--- src/rtl/multiplier.sv ---
// Sequential IEEE-754 single-precision multiplier driven by an exec/done
// strobe handshake shared with the divider, so one sequencer can drive both.
//
// state          | meaning
// ---------------|----------------------------------------------------------
// IDLE           | wait for exec strobe, capture operands
// UNPACK         | split operands into sign / mantissa / unbiased exponent
// SPECIAL_CASES  | NaN / inf / zero short-cut, else restore hidden bit
// NORMALIZE_A    | left-shift A mantissa until bit 23 is set
// NORMALIZE_B    | left-shift B mantissa until bit 23 is set
// MULTIPLY_0     | sign, exponent sum, 48-bit mantissa product
// MULTIPLY_1     | extract mantissa plus guard / round / sticky
// NORMALIZE_0    | left-shift result while unnormalized and above min exp
// NORMALIZE_1    | right-shift result while below min exp (denormal)
// ROUND          | round to nearest, ties to even
// PACK           | assemble result word, saturate to inf on overflow
// DONE           | one-cycle completion pulse
module multiplier (
  input  logic        clk,
  input  logic        reset_i,
  input  logic [31:0] a_value_i,
  input  logic [31:0] b_value_i,
  input  logic        exec_strobe_i,
  output logic [31:0] z_value_o,
  output logic        done_strobe_o
);

  typedef enum logic [3:0] {
    IDLE, UNPACK, SPECIAL_CASES, NORMALIZE_A, NORMALIZE_B, MULTIPLY_0,
    MULTIPLY_1, NORMALIZE_0, NORMALIZE_1, ROUND, PACK, DONE
  } state_t;

  localparam logic signed [9:0] E_MIN      = -10'sd126;
  localparam logic signed [9:0] E_MAX      = 10'sd127;
  localparam logic signed [9:0] E_ALL_ONES = 10'sd128;
  localparam logic signed [9:0] E_ZERO_FLD = -10'sd127;

  state_t state, next_state;

  logic [31:0]       a_reg, b_reg;
  logic [23:0]       a_m, b_m, z_m;
  logic signed [9:0] a_e, b_e, z_e;
  logic              a_s, b_s, z_s;
  logic [47:0]       product;
  logic              guard, round_bit, sticky;

  logic a_nan, b_nan, a_inf, b_inf, a_zero, b_zero, special_hit;
  logic [7:0] exp_field;

  assign a_nan  = (a_e == E_ALL_ONES) && (a_m != 24'd0);
  assign b_nan  = (b_e == E_ALL_ONES) && (b_m != 24'd0);
  assign a_inf  = (a_e == E_ALL_ONES) && (a_m == 24'd0);
  assign b_inf  = (b_e == E_ALL_ONES) && (b_m == 24'd0);
  assign a_zero = (a_e == E_ZERO_FLD) && (a_m == 24'd0);
  assign b_zero = (b_e == E_ZERO_FLD) && (b_m == 24'd0);
  assign special_hit = a_nan | b_nan | a_inf | b_inf | a_zero | b_zero;

  // Biased exponent; a result left at the minimum exponent without its
  // hidden bit is a denormal and packs with a zero exponent field.
  assign exp_field = (z_e == E_MIN && !z_m[23]) ? 8'd0 : 8'(z_e + 10'sd127);

  // State register; reset aborts any operation in flight.
  always_ff @(posedge clk) begin
    if (!reset_i) state <= IDLE;
    else          state <= next_state;
  end

  // Next-state logic. Shift states look one step ahead so the cycle that
  // performs the final shift also leaves the state.
  always_comb begin
    next_state = state;
    case (state)
      IDLE:          if (exec_strobe_i) next_state = UNPACK;
      UNPACK:        next_state = SPECIAL_CASES;
      SPECIAL_CASES: next_state = special_hit ? DONE : NORMALIZE_A;
      NORMALIZE_A:   if (a_m[23] || a_m[22]) next_state = NORMALIZE_B;
      NORMALIZE_B:   if (b_m[23] || b_m[22]) next_state = MULTIPLY_0;
      MULTIPLY_0:    next_state = MULTIPLY_1;
      MULTIPLY_1:    next_state = NORMALIZE_0;
      NORMALIZE_0:
        if (!(!z_m[23] && z_e > E_MIN && !z_m[22] && z_e > -10'sd125))
          next_state = NORMALIZE_1;
      NORMALIZE_1:   if (!(z_e < -10'sd127)) next_state = ROUND;
      ROUND:         next_state = PACK;
      PACK:          next_state = DONE;
      DONE:          next_state = IDLE;
      default:       next_state = IDLE;
    endcase
  end

  // Output logic: done is high exactly while the FSM sits in DONE.
  always_comb begin
    done_strobe_o = (state == DONE);
  end

  // Datapath registers, advanced according to the current state.
  always_ff @(posedge clk) begin
    if (!reset_i) begin
      z_value_o <= 32'd0;
      a_reg     <= 32'd0;
      b_reg     <= 32'd0;
      a_m       <= 24'd0;
      b_m       <= 24'd0;
      z_m       <= 24'd0;
      a_e       <= 10'sd0;
      b_e       <= 10'sd0;
      z_e       <= 10'sd0;
      a_s       <= 1'b0;
      b_s       <= 1'b0;
      z_s       <= 1'b0;
      product   <= 48'd0;
      guard     <= 1'b0;
      round_bit <= 1'b0;
      sticky    <= 1'b0;
    end else begin
      case (state)
        IDLE: begin
          if (exec_strobe_i) begin
            a_reg <= a_value_i;
            b_reg <= b_value_i;
          end
        end
        UNPACK: begin
          a_m <= {1'b0, a_reg[22:0]};
          b_m <= {1'b0, b_reg[22:0]};
          a_e <= $signed({2'b00, a_reg[30:23]}) - 10'sd127;
          b_e <= $signed({2'b00, b_reg[30:23]}) - 10'sd127;
          a_s <= a_reg[31];
          b_s <= b_reg[31];
        end
        SPECIAL_CASES: begin
          if (a_nan || b_nan)
            z_value_o <= 32'hFFC0_0000;
          else if ((a_inf && b_zero) || (b_inf && a_zero))
            z_value_o <= 32'hFFC0_0000;
          else if (a_inf || b_inf)
            z_value_o <= {a_s ^ b_s, 8'hFF, 23'd0};
          else if (a_zero || b_zero)
            z_value_o <= {a_s ^ b_s, 31'd0};
          else begin
            if (a_e == E_ZERO_FLD) a_e <= E_MIN;
            else                   a_m[23] <= 1'b1;
            if (b_e == E_ZERO_FLD) b_e <= E_MIN;
            else                   b_m[23] <= 1'b1;
          end
        end
        NORMALIZE_A: begin
          if (!a_m[23]) begin
            a_m <= {a_m[22:0], 1'b0};
            a_e <= a_e - 10'sd1;
          end
        end
        NORMALIZE_B: begin
          if (!b_m[23]) begin
            b_m <= {b_m[22:0], 1'b0};
            b_e <= b_e - 10'sd1;
          end
        end
        MULTIPLY_0: begin
          z_s     <= a_s ^ b_s;
          z_e     <= a_e + b_e + 10'sd1;
          product <= {24'd0, a_m} * {24'd0, b_m};
        end
        MULTIPLY_1: begin
          z_m       <= product[47:24];
          guard     <= product[23];
          round_bit <= product[22];
          sticky    <= |product[21:0];
        end
        NORMALIZE_0: begin
          if (!z_m[23] && z_e > E_MIN) begin
            z_e       <= z_e - 10'sd1;
            z_m       <= {z_m[22:0], guard};
            guard     <= round_bit;
            round_bit <= 1'b0;
          end
        end
        NORMALIZE_1: begin
          if (z_e < E_MIN) begin
            z_e       <= z_e + 10'sd1;
            z_m       <= {1'b0, z_m[23:1]};
            guard     <= z_m[0];
            round_bit <= guard;
            sticky    <= sticky | round_bit;
          end
        end
        ROUND: begin
          if (guard && (round_bit || sticky || z_m[0])) begin
            z_m <= z_m + 24'd1;
            if (z_m == 24'hFF_FFFF) z_e <= z_e + 10'sd1;
          end
        end
        PACK: begin
          if (z_e > E_MAX) z_value_o <= {z_s, 8'hFF, 23'd0};
          else             z_value_o <= {z_s, exp_field, z_m[22:0]};
        end
        default: ;
      endcase
    end
  end

endmodule

--- config.mk ---
export PLATFORM = sky130hd
export DESIGN_NAME = multiplier
export DESIGN_NICKNAME = d
export VERILOG_FILES = /design/src/rtl/multiplier.sv
export SDC_FILE = /design/constraint.sdc
export NUM_CORES = 2
export LEC_CHECK = 0
export CORE_MARGIN = 8
export CORE_UTILIZATION = 32
export DETAILED_ROUTE_END_ITERATION = 8
export PLACE_DENSITY = 0.52
export SETUP_SLACK_MARGIN = 0.4
export SYNTH_ARGS = -nofsm -noshare
export SYNTH_HDL_FRONTEND = slang
export SYNTH_SLANG_ARGS = --single-unit
--- constraint.sdc ---
create_clock -name clk -period 7.1 [get_ports clk]
set_clock_uncertainty 0.05 [all_clocks]
set_input_delay 1.065 -clock clk [delete_from_list [all_inputs] [get_ports clk]]
set_output_delay 1.065 -clock clk [all_outputs]
set_load 0.005 [all_outputs]
==> run metrics <==
routed wire length 99,500 um; Seq cells post-synth roughly 260; Synthesized Nets 4,545; Iter 0 DRT Violations 1,551; Most common cell on crit path fa_1; Synth Area in Adders 39.0%; drt pass-1 iters 5; pre-CTS WS about 0.16 ns; status finished clean; Compound-Gate Fraction of Synth Area 12.7%; Leak 16.3 nW; cts bufs inserted 35; clock sink count between 200 and 300; full die area 108,000 sq um; Synth Area in Simple Gates 19.7%; Clock Latency Late Sink 0.58 ns; max cap viols 0; final setup TNS 0 ns; unrepaired setup endpoints after global routing yes; Rel. slew slack 22.0%; largest net degree at the start of global routing 85; P per Cell Area 155 nW/um^2; commonest non-fill, non-tap cell in the layout nand2_1; clk root buf clkbuf_16; fmax 150 MHz; CTS max path bufs 3; crit-path cells and2_4 -> fa_1 -> fa_1 -> inv_2 -> fa_1 -> inv_1 -> fa_1 -> inv_2 -> fa_1 -> inv_2 -> fa_1 -> inv_1 -> fa_1 -> inv_2 -> ha_4 -> and3_4 -> a221o_1 -> a221o_1 -> o211ai_4 -> a21oi_4 -> o41ai_4 -> xnor2_1 -> nand2_1 -> a21oi_1; Synth area leader fa_1; post-detailed-route count of antenna-violating nets 0; CP Buf/Inv Count 6; Data arrival, critical path 7.14 ns; Clk pin slew, worst setup/hold paths 0.07 ns; sequential-to-total area share from yosys stat 16.3%; share of the synthesized area in the top cell type 30.9%; DPL Wire Length 78,000 um; gr usage total between 15 and 20%; gpl congestion 0.842; drt via density 5.01; overflow left after global routing 0; H-tree depth 2; Synth area leaders fa_1 31%, dfxtp_1 16%, ha_1 8.1%; layout cell share with drive strength beyond 1 10.8%; initial antenna violation count 2; yosys warns 0; Cell Rows about 120; area of the mapped netlist between 30,000 and 40,000 sq um; Distinct cells, synth 83; Most flops, register product; Top Family by Delay on Critical Path adder cells; CP max stage delay 0.56 ns; syn_area_per_cell 8.27 sq um; fill count 10.1k; main combinational cell family by area after synthesis adder cells; Die H 329 um; Final Max Slew Viols 0; Min Clock Period, post-route 6.68 ns; Avg WL per Cell ~19 um; Primary FF master, synth dfxtp_1; Die X 329 um; xor/xnor share of the synthesized area 2.18%; ys async rst share 0%; fin nets 4,626; worst hold slack 0.400 ns; IO Pins 100; # DRC 0; Post-synth EDFFs 0; HP Class reg -> reg; Worst setup EP type flip-flop; count of final hold-check violations 0; startpoint types flip-flop; Critical Path Fanout Max 3; Worst EP required 7.56 ns; # setup viols final 0; via count 26.0k; max reg flops 48; core area 97,700 sq um; Starting Density 32.1%; Setup CP Type reg -> reg; Setup WS post-layout 0.417 ns; Syn Inst Count 3,792; post-synthesis to final-layout area growth 16.8%; Final period util a little over nine tenths; vias in the first global route 27.1k; most frequent cells in the layout 658 x nand2_1, 553 x inv_1, 471 x fa_1, 293 x and2_1, 240 x a21oi_1; mux contribution to synthesized area 0.132%; Worst path slowest cell fa_1; VDD IR max 0.177 mV; Port Buf Inserts 99; first-pass GRT wire length 158,000 um; TritonCTS clock tree built; slew at the pin closest to its max-slew limit 1.17 ns
[path summary, 6_finish.rpt]
check	endpoint	cells past startpoint	start	slack, ns
worst min register to register	product[14]$_SDFFE_PN0P_	2	product[14]$_SDFFE_PN0P_	0.40
worst min-delay path	product[14]$_SDFFE_PN0P_	2	product[14]$_SDFFE_PN0P_	0.40
worst max-delay path	product[38]$_SDFFE_PN0P_	24	a_m[16]$_SDFFE_PN0P_	0.42
worst max register to register	product[38]$_SDFFE_PN0P_	24	a_m[16]$_SDFFE_PN0P_	0.42
[kinds of logic (layout without fill, tap and decap cells)]
family                   count (synthesis)  in the layout
AO/OA/AOI/OAI                          624            624
XOR/XNOR                                78             78
adder cells (fa/ha/maj)                686            686
buffers and inverters                  827            932
flip-flops                             256            256
multiplexers                             4              4
other                                    0              1
AND/OR/NAND/NOR                       1317           1317
[per-layer routing]
| layer | track usage (%) | wire length [um] | up-vias | part of all wire [%] |
|---|---|---|---|---|
| li1 | - | - | 12200 | - |
| met1 | 23.8 | 43000 | 13100 | 43 |
| met2 | 32.3 | 48800 | 611 | 49 |
| met3 | 2.08 | 4500 | 139 | 4.5 |
| met4 | 5.61 | 3280 | 0 | 3.3 |
| met5 | 0 | 0 | - | 0 |
[cells in the mapped netlist, types with 5 or more instances]
cell type,count
a21o_1,34
nand3_1,62
a31oi_1,14
buf_1,12
nor3_1,33
a221o_1,5
and3_1,20
nor2b_1,12
fa_1,484
and4_1,6
a211oi_1,20
nor2_1,134
a21oi_1,248
nor4_1,24
nand4_1,17
inv_1,563
o31ai_1,6
and2_1,297
buf_2,9
o22ai_1,13
a221oi_1,5
o32ai_1,5
o21ai_0,91
a22oi_1,77
or2_2,5
ha_1,202
nor3b_1,5
o21ai_1,9
dfxtp_1,256
xor2_1,34
clkbuf_1,236
o21a_1,6
nand2b_1,12
a21boi_0,7
o211ai_1,30
xnor2_1,44
or3_1,8
nand2_1,664
[stage by stage]
step	cell area (sq um)	util, %	std cells	power (mW)
2_1_floorplan	31400	-	3792	2.99
3_3_place_gp	34500	35.4	5102	3.74
3_5_place_dp	34500	35.4	5102	3.75
4_1_cts	35900	36.8	5167	5.69
5_1_grt	36600	37.5	5184	6.00
6_report	36600	37.5	5185	5.67
[worst register-to-register path, cell delays in order (launching register included)]
cell,delay (ns)
dfxtp_2,0.35
and2_4,0.17
fa_1,0.50
fa_1,0.56
inv_2,0.04
fa_1,0.55
inv_1,0.06
fa_1,0.52
inv_2,0.04
fa_1,0.54
inv_2,0.04
fa_1,0.47
inv_1,0.05
fa_1,0.49
inv_2,0.05
ha_4,0.21
and3_4,0.16
a221o_1,0.31
a221o_1,0.40
o211ai_4,0.30
a21oi_4,0.12
o41ai_4,0.28
xnor2_1,0.16
nand2_1,0.07
a21oi_1,0.15
[where the power goes]
part	switching, mW	internal, mW	leakage [nW]
clock	0.761	1.13	0.603
sequential	0.269	1.60	2.10
combinational	1.24	0.679	13.6
[area by class of cell]
| type | instances | area [sq um] | share of cell area (%) |
|---|---|---|---|
| antenna | 1 | 2.50 | 0.00683 |
| timing repair buffer | 307 | 2900 | 7.92 |
| tap | 1287 | 1610 | 4.39 |
| multi-input combinational | 2709 | 23600 | 64.3 |
| clock buffer | 46 | 1020 | 2.78 |
| inverter | 564 | 2120 | 5.80 |
| clock inverter | 15 | 194 | 0.529 |
| sequential | 256 | 5240 | 14.3 |
[what timing repair did]
item | in CTS | in global routing
setup buffers | 4 | 12
hold buffers | 0 | 0
endpoints found under the setup margin | 20 | 27
pin swaps | 7 | 47
gates cloned | 0 | 5
gates resized for setup | 62 | 137
No activity file was read; power rests on OpenSTA's default activity.
